==> src/rtl/store_buffer.sv <==
// store_buffer: posted-write queue in front of the data memory write port.
// Stores are accepted every cycle while space remains and retire in order
// whenever the memory port is not needed by a load. A load that touches a
// word with a pending store holds in MEM while the oldest entry drains.
// Optional feature macro: STORE_FWD_EN (forward a single matching SW to a load).
module store_buffer #(
  parameter int DEPTH = 4,
  parameter int CNT_W = $clog2(DEPTH + 1)
) (
  input  logic             sys_clk,
  input  logic             sys_reset,
  input  logic             st_valid_i,
  input  logic [31:0]      st_addr_i,
  input  logic [31:0]      st_data_i,
  input  logic [2:0]       st_funct3_i,
  output logic             st_ready_o,
  input  logic             ld_valid_i,
  input  logic [31:0]      ld_addr_i,
  input  logic [2:0]       ld_funct3_i,
  output logic             ld_stall_o,
  output logic             fwd_valid_o,
  output logic [31:0]      fwd_data_o,
  output logic             mem_write_o,
  output logic [31:0]      mem_addr_o,
  output logic [31:0]      mem_data_o,
  output logic [2:0]       mem_funct3_o,
  output logic             empty_o,
  output logic [CNT_W-1:0] count_o
);

  localparam int PTR_W = $clog2(DEPTH);
  localparam logic [CNT_W-1:0] FULL_CNT = CNT_W'(DEPTH);

  // Entry storage; the valid bits and pointers are the only reset state.
  logic [31:0]      ent_addr   [DEPTH];
  logic [31:0]      ent_data   [DEPTH];
  logic [2:0]       ent_funct3 [DEPTH];
  logic [DEPTH-1:0] ent_valid;

  logic [PTR_W-1:0] wr_ptr;
  logic [PTR_W-1:0] rd_ptr;
  logic [CNT_W-1:0] count;

  logic [DEPTH-1:0] hit;
  logic             hazard;
  logic             empty;
  logic             push;
  logic             pop;

  // Stores with an unknown width are kept as byte stores so memory sees SB.
  function automatic logic [2:0] store_kind(input logic [2:0] f3);
    case (f3)
      3'b000, 3'b001, 3'b010: store_kind = f3;
      default:                store_kind = 3'b000;
    endcase
  endfunction

  // True when the access starting at byte offset lo runs into the next word.
  function automatic logic spills(input logic [1:0] lo, input logic [2:0] f3);
    case (f3)
      3'b001, 3'b101: spills = (lo == 2'b11);
      3'b010:         spills = (lo != 2'b00);
      default:        spills = 1'b0;
    endcase
  endfunction

  // Word-granular range intersection of two accesses.
  function automatic logic words_overlap(input logic [31:0] a, input logic [2:0] fa,
                                         input logic [31:0] b, input logic [2:0] fb);
    logic [29:0] a_lo, a_hi, b_lo, b_hi;
    a_lo = a[31:2];
    a_hi = a[31:2] + 30'(spills(a[1:0], fa));
    b_lo = b[31:2];
    b_hi = b[31:2] + 30'(spills(b[1:0], fb));
    words_overlap = (a_lo <= b_hi) && (b_lo <= a_hi);
  endfunction

`ifdef STORE_FWD_EN
  // Load widths that can be served from a full-word store at the same address.
  function automatic logic fwd_able(input logic [2:0] f3);
    case (f3)
      3'b000, 3'b001, 3'b010, 3'b100, 3'b101: fwd_able = 1'b1;
      default:                                fwd_able = 1'b0;
    endcase
  endfunction

  // Sign/zero extension of the low part of a stored word per load width.
  function automatic logic [31:0] load_extend(input logic [31:0] d, input logic [2:0] f3);
    logic signed [7:0]  b;
    logic signed [15:0] h;
    b = d[7:0];
    h = d[15:0];
    case (f3)
      3'b000:  load_extend = 32'(b);
      3'b001:  load_extend = 32'(h);
      3'b100:  load_extend = {24'd0, d[7:0]};
      3'b101:  load_extend = {16'd0, d[15:0]};
      default: load_extend = d;
    endcase
  endfunction
`endif

  assign empty      = (count == '0);
  assign empty_o    = empty;
  assign count_o    = count;
  assign st_ready_o = (count < FULL_CNT);
  assign push       = st_valid_i & st_ready_o;

  // Compare the load against every pending entry; this cycle's push is not yet stored.
  always_comb begin
    hit = '0;
    for (int i = 0; i < DEPTH; i++) begin
      hit[i] = ent_valid[i] & words_overlap(ent_addr[i], ent_funct3[i], ld_addr_i, ld_funct3_i);
    end
    hazard = ld_valid_i & (|hit);
  end

`ifdef STORE_FWD_EN
  logic             fwd_seen;
  logic             fwd_multi;
  logic [PTR_W-1:0] fwd_idx;
  logic             fwd_ok;

  // Forward only when exactly one entry matches and it is a SW at the load address.
  always_comb begin
    fwd_seen  = 1'b0;
    fwd_multi = 1'b0;
    fwd_idx   = '0;
    for (int i = 0; i < DEPTH; i++) begin
      if (hit[i]) begin
        if (fwd_seen) fwd_multi = 1'b1;
        fwd_seen = 1'b1;
        fwd_idx  = PTR_W'(i);
      end
    end
    fwd_ok = hazard & fwd_seen & ~fwd_multi &
             (ent_addr[fwd_idx] == ld_addr_i) &
             (ent_funct3[fwd_idx] == 3'b010) &
             fwd_able(ld_funct3_i);
    fwd_valid_o = fwd_ok;
    fwd_data_o  = fwd_ok ? load_extend(ent_data[fwd_idx], ld_funct3_i) : 32'd0;
  end
`else
  assign fwd_valid_o = 1'b0;
  assign fwd_data_o  = 32'd0;
`endif

  assign ld_stall_o = hazard & ~fwd_valid_o;
  assign pop        = ~empty & (~ld_valid_i | ld_stall_o);

  // The head entry drives the memory port only in a draining cycle.
  always_comb begin
    mem_write_o  = 1'b0;
    mem_addr_o   = 32'd0;
    mem_data_o   = 32'd0;
    mem_funct3_o = 3'b000;
    if (pop) begin
      mem_write_o  = 1'b1;
      mem_addr_o   = ent_addr[rd_ptr];
      mem_data_o   = ent_data[rd_ptr];
      mem_funct3_o = ent_funct3[rd_ptr];
    end
  end

  // Payload capture on an accepted store.
  always_ff @(posedge sys_clk) begin
    if (push) begin
      ent_addr[wr_ptr]   <= st_addr_i;
      ent_data[wr_ptr]   <= st_data_i;
      ent_funct3[wr_ptr] <= store_kind(st_funct3_i);
    end
  end

  // Queue bookkeeping; reset discards all pending stores immediately.
  always_ff @(posedge sys_clk or posedge sys_reset) begin
    if (sys_reset) begin
      ent_valid <= '0;
      wr_ptr    <= '0;
      rd_ptr    <= '0;
      count     <= '0;
    end else begin
      if (pop) begin
        ent_valid[rd_ptr] <= 1'b0;
        rd_ptr            <= rd_ptr + PTR_W'(1);
      end
      if (push) begin
        ent_valid[wr_ptr] <= 1'b1;
        wr_ptr            <= wr_ptr + PTR_W'(1);
      end
      case ({push, pop})
        2'b10:   count <= count + CNT_W'(1);
        2'b01:   count <= count - CNT_W'(1);
        default: count <= count;
      endcase
    end
  end

endmodule

==> config.mk <==
export PLATFORM = sky130hd
export DESIGN_NAME = store_buffer
export DESIGN_NICKNAME = d
export VERILOG_FILES = /design/src/rtl/store_buffer.sv
export SDC_FILE = /design/constraint.sdc
export NUM_CORES = 1
export LEC_CHECK = 0
export CORE_UTILIZATION = 60
export CTS_BUF_LIST = sky130_fd_sc_hd__clkbuf_4 sky130_fd_sc_hd__clkbuf_8
export DETAILED_ROUTE_END_ITERATION = 10
export GPL_TIMING_DRIVEN = 0
export PLACE_DENSITY_LB_ADDON = 0.12
export SLEW_MARGIN = 20
export SYNTH_ARGS = -nofsm -noshare
export SYNTH_HDL_FRONTEND = slang
export SYNTH_SLANG_ARGS = --single-unit
==> constraint.sdc <==
create_clock -name sys_clk -period 31.3 [get_ports sys_clk]
set_input_delay 9.39 -clock sys_clk [delete_from_list [all_inputs] [get_ports sys_clk]]
set_output_delay 9.39 -clock sys_clk [all_outputs]
set_load 0.005 [all_outputs]
==> run summary, run 1 <==
CTS buffer count = 47
Clk pwr share = 22.8%
hpwl dp = 41.5 mm
total die area = 32500 um^2
first-pass GRT wire length = 81.3 mm
CTS resizes = 0
post-synth top area share = 42.2%
hold-critical path depth = 1
top post-synthesis cells by area = edfxtp_1, ha_1, mux4_2, xor2_1, nor2b_1
hold buffer count at cts = 0
htree depth = 2
vias in the first global route = 14300
drc violations = 0
top-count cell post-synth = edfxtp_1
Post-Layout Cell Count = 2264
Die Span X = 180 um
WP data arrival = 16410 ps
die height = 180 um
Slew Limit Fails = 0
number of flops mapped to enable cells by yosys = 268
Placement Cell Area = 21600 um^2
status = finished, final reports clean
cell family with most CP delay = simple AND/OR/NAND/NOR gates
Worst Tran Pin Value = 1110 ps
fmax = 38.8 MHz
reg2reg start = ent_funct3[2][2]$_DFFE_PP_
Gate Count Post-Synth = 1563
drt first-iter violations = 1200
Hold Vio Cnt, Final = 0
FFs w/ async S/R, synth = 3.94%
antenna violations before repair = 3
HP Class = register to register
Final GP Congestion = 0.976
Setup Buffers After CTS = 0
Pwr Density = 65.4 nW/um^2
Via Count = 14200
Reg power frac = 35.1%
Yosys reg bits = 279
crit path capture type = primary output
Pint = 0.982 mW
WHS Endpoint = ent_valid[2]$_DFF_PP0_
Worst VDD drop = 0.0812 mV
Detail Route Antenna Nets = 0
mapped cell area = 19100 um^2
CTS tree = yes
Worst R2R Path Depth = 28
Final Setup Violations = 0
Worst R2R End = count_o[2]$_DFFE_PP0P_
wire per inst = 23.8 um
num ports = 213
largest stage delay on the critical path = 940 ps
Final Critical Period = 25800 ps
Sw Share = 33.5%
Worst Path Buf+Inv = 4
Synth Area per Inst = 12.2 um^2
clock latency on the worst-skew pair = 650 ps
max_cap viols = 0
clock tree root buffer cell = clkbuf_8
Yosys top cell by area = edfxtp_1
RSZ-0062 raised after global routing = false
dpl cells = 2178
buffer levels on the longest clock path = 3
startpoint types = primary input
number of warnings issued by yosys = 0
Final Skew = 78.0 ps
Sw Pwr = 0.494 mW
FF-to-FF setup slack = 23860 ps
Worst path slowest cell = nor4_1
Initial Util = 61.7%
PortBufs = 179
P_leak = 8.62 nW
Critical Path Fanout Max = 10
Main synth FF type = edfxtp_1
share of cells above drive strength 1 = 10.7%
Via density = 6.26
HP Start = ent_valid[2]$_DFF_PP0_
row count = 64
required time of the critical path = 21910 ps
sequential-to-total area share from yosys stat = 43.7%
critical-path cell list = clkdlybuf4s50_1, nor3b_1, o21ai_0, nand2_1, ha_1, nand4_1, nor4_1, nand3_1, xor2_1, ha_1, nand4_1, nor4b_1, nand3b_1, mux2i_1, a221o_1, a221oi_1, nor4_1, a21o_1, buf_6, buf_4, nor2b_1, clkdlybuf4s50_1
CTS Sinks = 279
proportion of power drawn by combinational gates = 42.0%
area delta synth->final = 18.4%
clock transition at the registers of the reported paths = 60 ps
post-route clock period utilization = 82.4%
top cell types by occurrence after synthesis = edfxtp_1, ha_1, xor2_1
fin area = 22600 um^2
total global-route track usage = 33.5%
final net count = 2193
core area = 30900 um^2
synth unique cells = 63
final setup TNS = 0 ps
Setup Crit Path Kind = primary input to primary output
1st-pass router iterations = 5
Slew headroom = 26.1%
pin count of the biggest net entering global routing = 42
grt ovf = 0
Routed Wire Length = 53.9 mm
power groups by stage:
| stage | Sequential [mW] | Clock (mW) | Combinational (mW) |
|---|---|---|---|
| 6_report | 0.518 | 0.337 | 0.620 |
| 5_1_grt | 0.522 | 0.356 | 0.667 |
| 4_1_cts | 0.516 | 0.340 | 0.623 |
| 3_5_place_dp | 0.523 | 0 | 0.618 |
| 3_3_place_gp | 0.527 | 0 | 0.597 |
| 2_1_floorplan | 0.506 | 0 | 0.350 |
per-stage QoR:
stage	hold WS, ps	worst slack, ps	total power [mW]	util, %
after floorplan	476	8530	0.856	-
after global placement	495	5830	1.12	69.5
after detailed placement	503	5620	1.14	69.9
after CTS	516	5600	1.48	73.0
after global routing	558	5070	1.54	73.0
final	513	5500	1.48	73.0
final cells by class:
| type | instances | area [um^2] |
|---|---|---|
| repair buffers | 183 | 1900 |
| flip-flops and latches | 279 | 8320 |
| well taps | 396 | 495 |
| plain buffers | 63 | 415 |
| diodes | 3 | 7.51 |
| clock buffers | 69 | 818 |
| clock inverters | 14 | 138 |
| inverters | 47 | 176 |
| fillers | 2147 | 8340 |
| multi-input cells | 1210 | 10300 |
cell usage in the layout (no fill, tap or decap), types with 48 or more instances in the layout:
cell type and count:
ha_1 255, clkdlybuf4s50_1 179, nor2_1 53, nand4_1 66, clkbuf_8 48, nand2_1 94
a21oi_1 62, xor2_1 100, edfxtp_1 268, nor2b_1 82, nand3_1 77, mux4_2 67
sequential cells by signal, indices dropped and copies added (netlist names):
signal / count
count_o: 3
ent_addr: 128
ent_data: 128
ent_funct3: 12
ent_valid: 4
rd_ptr: 2
wr_ptr: 2
per-layer routing:
| metal | share of wire, % | GRT usage (%) | vias to the layer above |
|---|---|---|---|
| met4 | 3.4 | 12.6 | 2 |
| met1 | 42 | 46.4 | 6866 |
| li1 | - | - | 6529 |
| met3 | 10 | 7.15 | 105 |
| met2 | 45 | 51.8 | 681 |
| met5 | 0.022 | 0.741 | - |
worst max path at each step:
stage / depth (start not counted) / slack [ps] / end / startpoint
floorplan: 21 / 8530 / mem_addr_o[17] / ld_funct3_i[0]
global placement: 22 / 5830 / mem_addr_o[17] / ld_funct3_i[1]
detailed placement: 22 / 5620 / mem_addr_o[18] / ld_funct3_i[1]
CTS: 22 / 5600 / mem_addr_o[17] / ld_funct3_i[1]
global route: 22 / 5070 / mem_addr_o[17] / ld_funct3_i[1]
finish: 22 / 5500 / mem_addr_o[17] / ld_funct3_i[1]
cell families (layout without fill, tap and decap cells):
group	Yosys count	in the layout	share of synthesized area (%)
AND/OR/NAND/NOR	487	487	13.8
flip-flops	279	279	43.7
adder cells (fa/ha/maj)	257	257	16.9
AO/OA/AOI/OAI	209	209	7.31
XOR/XNOR	149	149	7.06
buffers and inverters	110	376	3.10
multiplexers	71	71	8.15
other	1	40	0.0197
(Power assumes the default switching activity.)
==> run 2: changes to the inputs <==
--- a/config.mk
+++ b/config.mk
@@ -5,7 +5,7 @@
 export SDC_FILE = /design/constraint.sdc
 export NUM_CORES = 1
 export LEC_CHECK = 0
-export CORE_UTILIZATION = 60
+export CORE_UTILIZATION = 59
 export CTS_BUF_LIST = sky130_fd_sc_hd__clkbuf_4 sky130_fd_sc_hd__clkbuf_8
 export DETAILED_ROUTE_END_ITERATION = 10
 export GPL_TIMING_DRIVEN = 0
==> constraint.sdc (replaced) <==
create_clock -name sys_clk -period 23.8 [get_ports sys_clk]
set_input_delay 7.14 -clock sys_clk [delete_from_list [all_inputs] [get_ports sys_clk]]
set_output_delay 7.14 -clock sys_clk [all_outputs]
set_load 0.005 [all_outputs]
==> run 2 against run 1 <==
Compared with the run above:
- sequential share of layout area about the same
- count of clock-buffer cells in the layout down 9
- clock skew fell by 18 ps
- worst setup slack lost 3200 ps
- via count is 0.68% higher
- critical endpoint unchanged
- design area down 0.13%
- routed wire length hardly changed
- register-to-register slack got worse by 7500 ps
- critical path type unchanged
- power grew 31%
==> run summary, run 2 (synthesis gave the netlist of run 1 again) <==
Via Count = 14300 (+0.68%)
final setup TNS = 0 ps (unchanged)
htree depth = 2 (unchanged)
WP data arrival = 14320 ps (-2090 ps)
leading cell types in the layout, fill and taps excluded = edfxtp_1, ha_1, clkdlybuf4s50_1
Final GP Congestion = 0.954 (-2.3%)
Detail Route Antenna Nets = 0 (unchanged)
vias in the first global route = 14100 (-1.4%)
Worst VDD drop = 0.0848 mV (+4.5%)
Final Power = 1.93 mW (+31%)
Final Core Density = 71.2% (-1.8 points)
Pwr Density = 85.6 nW/um^2 (+31%)
critical path startpoint = ld_funct3_i[1]
clock transition at the registers of the reported paths = 60 ps (about the same)
final hold slack = 552 ps (+39.0 ps)
fin area = 22500 um^2 (-0.13%)
status = finished, final reports clean
total die area = 33000 um^2 (+1.7%)
core area = 31600 um^2 (+2.4%)
Routed Wire Length = 53.9 mm (about the same)
ANT cells = 0 (-3)
grt ovf = 0 (unchanged)
fmax = 46.6 MHz
HP Class = register to register
Setup Crit Path Kind = primary input to primary output
crit path capture type = primary output
biggest regs = ent_addr (128), ent_data (128), ent_funct3 (12)
Via density = 6.31 (+0.68%)
Critical Path Fanout Max = 10 (unchanged)
Hold Vio Cnt, Final = 0 (unchanged)
drc violations = 0 (unchanged)
Worst R2R Path Depth = 30 (+7.1%)
hpwl dp = 41.2 mm (-0.81%)
Final Skew = 60.2 ps (-17.7 ps)
buffer levels on the longest clock path = 3 (unchanged)
share of cells above drive strength 1 = 10.2% (-0.52 points)
antenna violations before repair = 2 (-1)
post-route clock period utilization = 90.2%
first-pass GRT wire length = 81.1 mm (-0.25%)
clock latency on the worst-skew pair = 650 ps (about the same)
drt first-iter violations = 1233 (+2.8%)
1st-pass router iterations = 7 (+2)
FF-to-FF setup slack = 16370 ps (-7490 ps)
CTS tree = yes
PortBufs = 179 (unchanged)
wire per inst = 23.8 um (about the same)
max_cap viols = 0 (unchanged)
area delta synth->final = 18.3%
final net count = 2192 (-0.046%)
CTS buffer count = 46 (-2.1%)
Setup crit end = mem_addr_o[17]
Final Critical Period = 21470 ps
Die Span X = 182 um (+0.84%)
Initial Util = 60.2% (-1.4 points)
num ports = 213 (unchanged)
Setup Buffers After CTS = 0 (unchanged)
total global-route track usage = 33.0% (-0.44 points)
die height = 182 um (+0.84%)
Slew Limit Fails = 0 (unchanged)
CTS Sinks = 279 (unchanged)
Worst Tran Pin Value = 1050 ps (-55.0 ps)
P_leak = 8.60 nW (-0.28%)
startpoint types = primary input
reg2reg start = ent_funct3[1][2]$_DFFE_PP_
Placement Cell Area = 21600 um^2 (about the same)
CTS resizes = 0 (unchanged)
Slew headroom = 27.9% (+1.9 points)
Worst R2R End = count_o[2]$_DFFE_PP0P_
row count = 65 (+1.6%)
clock tree root buffer cell = clkbuf_8
Final Setup Violations = 0 (unchanged)
hold buffer count at cts = 0 (unchanged)
pin count of the biggest net entering global routing = 44 (+4.8%)
RSZ-0062 raised after global routing = false
leading cell type in the layout, fill and taps excluded = edfxtp_1
required time of the critical path = 16660 ps (-5250 ps)
==> run 2: through the flow <==
stage               cells  setup slack (ps)
floorplan            1599              5530
global placement     2180              2570
detailed placement   2184              2460
CTS                  2264              2430
global route         2264              1970
finish               2264              2340
==> run 2: worst min path at each step <==
stage,from,endpoint,slack (ps),cells past startpoint
2_1_floorplan,ent_valid[1]$_DFF_PP0_,ent_valid[1]$_DFF_PP0_,480,1
5_1_grt,count_o[0]$_DFFE_PP0P_,count_o[0]$_DFFE_PP0P_,560,1
3_5_place_dp,count_o[0]$_DFFE_PP0P_,count_o[0]$_DFFE_PP0P_,540,1
6_report,count_o[0]$_DFFE_PP0P_,count_o[0]$_DFFE_PP0P_,550,1
3_3_place_gp,ent_valid[2]$_DFF_PP0_,ent_valid[2]$_DFF_PP0_,490,1
4_1_cts,count_o[0]$_DFFE_PP0P_,count_o[0]$_DFFE_PP0P_,550,1
==> run 2: report_power, final <==
group / leakage [nW] / total [mW] / internal [mW] / switching (mW)
Sequential: 2.57 / 0.683 / 0.620 / 0.0631
Combinational: 5.54 / 0.811 / 0.428 / 0.383
Clock: 0.484 / 0.434 / 0.237 / 0.198
==> run 2: area by class of cell <==
class / instances / area (um^2)
Clock inverter: 20 / 191
Clock buffer: 60 / 738
Sequential cell: 279 / 8320
Inverter: 47 / 176
Fill cell: 2224 / 9100
Tap cell: 402 / 503
Timing Repair Buffer: 183 / 1900
Buffer: 63 / 414
Multi-Input combinational cell: 1210 / 10300
==> run 2: critical path, stage by stage <==
cell	delay, ps
clkdlybuf4s50_1	480
nor3b_1	250
o21ai_0	130
nand2_1	150
ha_1	230
nand4_1	350
nor4_1	920
nand3_1	180
xor2_1	470
ha_1	250
nand4_1	190
nor4b_1	600
nand3b_1	150
mux2i_1	330
a221o_1	200
a221oi_1	90
nor4_1	840
a21o_1	270
buf_6	200
buf_4	250
nor2b_1	100
clkdlybuf4s50_1	500
==> run 2: per-layer routing <==
| layer | vias up | GRT usage [%] | routed length [um] |
|---|---|---|---|
| li1 | 6515 | - | - |
| met5 | - | 0 | 11 |
| met2 | 711 | 52.2 | 24500 |
| met1 | 6977 | 45.9 | 22900 |
| met4 | 2 | 10.2 | 1300 |
| met3 | 75 | 6.92 | 5210 |
==> run 3: changes to the inputs <==
--- a/config.mk
+++ b/config.mk
@@ -5,8 +5,9 @@
 export SDC_FILE = /design/constraint.sdc
 export NUM_CORES = 1
 export LEC_CHECK = 0
-export CORE_UTILIZATION = 59
+export CORE_UTILIZATION = 53
 export CTS_BUF_LIST = sky130_fd_sc_hd__clkbuf_4 sky130_fd_sc_hd__clkbuf_8
+export CTS_CLUSTER_SIZE = 14
 export DETAILED_ROUTE_END_ITERATION = 10
 export GPL_TIMING_DRIVEN = 0
 export PLACE_DENSITY_LB_ADDON = 0.12
==> constraint.sdc (replaced) <==
create_clock -name sys_clk -period 18.9 [get_ports sys_clk]
set_input_delay 5.67 -clock sys_clk [delete_from_list [all_inputs] [get_ports sys_clk]]
set_output_delay 5.67 -clock sys_clk [all_outputs]
set_load 0.005 [all_outputs]
==> run 3 against run 2 <==
Compared with the run above:
- the flow now finishes with violations (design-rule violations)
- first-iteration DRC count decreased by 14%
- count of clock-buffer cells in the layout rose by 9
- critical path type unchanged
- power increased by 26%
- sequential cell count unchanged
- clock power is 31% higher
- cell count is 2.9% higher
- via count down 2.3%
- global-route usage down 3.3 points
- combinational power increased by 26%
- design area is 0.67% higher
- critical path depth grew 1
- routed wire length decreased by 1.2%
==> run summary, run 3 (synthesis gave the netlist of run 1 again) <==
clock tree root buffer cell = clkbuf_8
grt ovf = 0 (unchanged)
Pwr Density = 107 nW/um^2 (+25%)
Final GP Congestion = 0.960 (+0.70%)
pin count of the biggest net entering global routing = 47 (+6.8%)
failing checks = design-rule violations
Final Setup Violations = 0 (unchanged)
area delta synth->final = 19.0%
Sw Pwr = 0.800 mW (+24%)
worst setup margin = 232 ps (-2100 ps)
WP data arrival = 13000 ps (-1320 ps)
Slew Limit Fails = 0 (unchanged)
biggest regs = ent_addr (128), ent_data (128), ent_funct3 (12)
Setup WS pre-CTS = 198 ps (-2270 ps)
vias in the first global route = 13700 (-3.0%)
wire per inst = 22.9 um (-4.0%)
Pint = 1.64 mW (+27%)
total global-route track usage = 29.7% (-3.3 points)
RSZ-0062 raised after global routing = false
share of cells above drive strength 1 = 10.9% (+0.67 points)
Setup Buffers After CTS = 0 (unchanged)
buffer levels on the longest clock path = 3 (unchanged)
htree depth = 2 (unchanged)
row count = 69 (+6.2%)
CTS tree = yes
Clk pwr share = 23.3% (+0.8 points)
CTS buffer count = 47 (+2.2%)
fmax = 53.6 MHz
Worst VDD drop = 0.100 mV (+18%)
clock transition at the registers of the reported paths = 60 ps (about the same)
P_leak = 8.64 nW (+0.56%)
hpwl dp = 40.7 mm (-1.2%)
Final Critical Period = 18670 ps
proportion of power drawn by combinational gates = 41.8% (-0.3 points)
Final Power = 2.44 mW (+26%)
post-route clock period utilization = 98.8%
Detail Route Antenna Nets = 0 (unchanged)
Hold Vio Cnt, Final = 0 (unchanged)
startpoint types = primary input
Worst Tran Pin Value = 1070 ps (+14.6 ps)
Sw Share = 32.8% (-0.57 points)
Critical Path Fanout Max = 10 (unchanged)
crit path capture type = primary output
num ports = 213 (unchanged)
final setup TNS = 0 ps (unchanged)
drt first-iter violations = 1063 (-14%)
total die area = 36700 um^2 (+11%)
CTS Sinks = 279 (unchanged)
leading cell type in the layout, fill and taps excluded = edfxtp_1
Setup Crit Path Kind = primary input to primary output
Slew headroom = 28.1% (+0.18 points)
HP Class = register to register
Via density = 5.99 (-5.0%)
drc violations = 4 (+4)
status = finished, violations left
Via Count = 14000 (-2.3%)
leading cell types in the layout, fill and taps excluded = edfxtp_1, ha_1, clkdlybuf4s50_1
Routed Wire Length = 53.3 mm (-1.2%)
die height = 192 um (+5.4%)
first-pass GRT wire length = 81.0 mm (-0.14%)
core area = 35500 um^2 (+12%)
antenna violations before repair = 2 (unchanged)
hold buffer count at cts = 0 (unchanged)
Final Skew = 46.6 ps (-13.6 ps)
Reg power frac = 34.9% (-0.5 points)
1st-pass router iterations = 8 (+1)
PortBufs = 179 (unchanged)
Final Core Density = 63.9% (-7.3 points)
CTS resizes = 0 (unchanged)
max_cap viols = 0 (unchanged)
Initial Util = 53.7% (-6.5 points)
clock latency on the worst-skew pair = 640 ps (about the same)
Die Span X = 192 um (+5.4%)
final net count = 2193 (+0.046%)
required time of the critical path = 13230 ps (-3430 ps)
[run 3: cell types whose count changed in the layout (fill, tap and decap cells not counted), moves of 3 or more]
cell and delta:
clkinv_1 -7, clkbuf_8 +6, clkinv_2 +4, clkbuf_4 +3
[run 3: critical path, stage by stage]
cell             delay, ps
clkdlybuf4s50_1        470
nor3b_1                230
o21ai_0                120
nand2_1                140
ha_1                   230
ha_1                   210
nand3_1                200
or4_1                  770
nor2b_1                220
xnor2_1                170
ha_1                   380
nand4_1                250
nor4b_1                780
nand3b_1               180
mux2i_1                480
a221o_1                280
a221oi_1               100
nor4_1                 850
a21o_1                 270
buf_6                  200
buf_4                  260
nor2b_1                 80
clkdlybuf4s50_1        440
[run 3: layer usage]
layer	wire length, um	part of all wire (%)	global-route usage (%)
met4	1210	2.3	8.36
met3	3730	7.0	5.24
met2	24800	47	47.5
met1	23500	44	41.6
met5	11	0.021	0
[run 3: per-stage QoR]
| step | hold WS, ps | instances | area (um^2) |
|---|---|---|---|
| floorplan | 476 | 1599 | 19200 |
| global placement | 498 | 2239 | 21600 |
| detailed placement | 520 | 2243 | 21700 |
| CTS | 532 | 2328 | 22700 |
| global route | 566 | 2328 | 22700 |
| finish | 531 | 2329 | 22700 |
[run 3: area by class of cell]
cell class | count | area, um^2
diodes | 1 | 2.50
plain buffers | 63 | 414
clock buffers | 69 | 843
clock inverters | 16 | 161
fillers | 2770 | 12800
inverters | 47 | 176
multi-input cells | 1210 | 10300
flip-flops and latches | 279 | 8320
well taps | 461 | 577
repair buffers | 183 | 1890
[run 3: power groups by stage]
| stage | clock network [mW] | logic (mW) | registers [mW] |
|---|---|---|---|
| 3_5_place_dp | 0 | 1.02 | 0.860 |
| 3_3_place_gp | 0 | 0.992 | 0.868 |
| 6_report | 0.568 | 1.02 | 0.849 |
| 2_1_floorplan | 0 | 0.580 | 0.838 |
| 4_1_cts | 0.580 | 1.03 | 0.848 |
| 5_1_grt | 0.604 | 1.11 | 0.857 |
[run 3: worst paths after layout]
path                                               end  depth (start not counted)  slack (ps)                       start
min in group asynchronous       count_o[1]$_DFFE_PP0P_                          2        5330                   sys_reset
max in group asynchronous       count_o[2]$_DFFE_PP0P_                          2       13210                   sys_reset
worst min register to register  ent_valid[2]$_DFF_PP0_                          1         530      ent_valid[2]$_DFF_PP0_
worst max register to register  count_o[2]$_DFFE_PP0P_                         28       11090  ent_funct3[2][2]$_DFFE_PP_
worst min-delay path            ent_valid[2]$_DFF_PP0_                          1         530      ent_valid[2]$_DFF_PP0_
worst max-delay path                    mem_addr_o[24]                         23         230              ld_funct3_i[1]
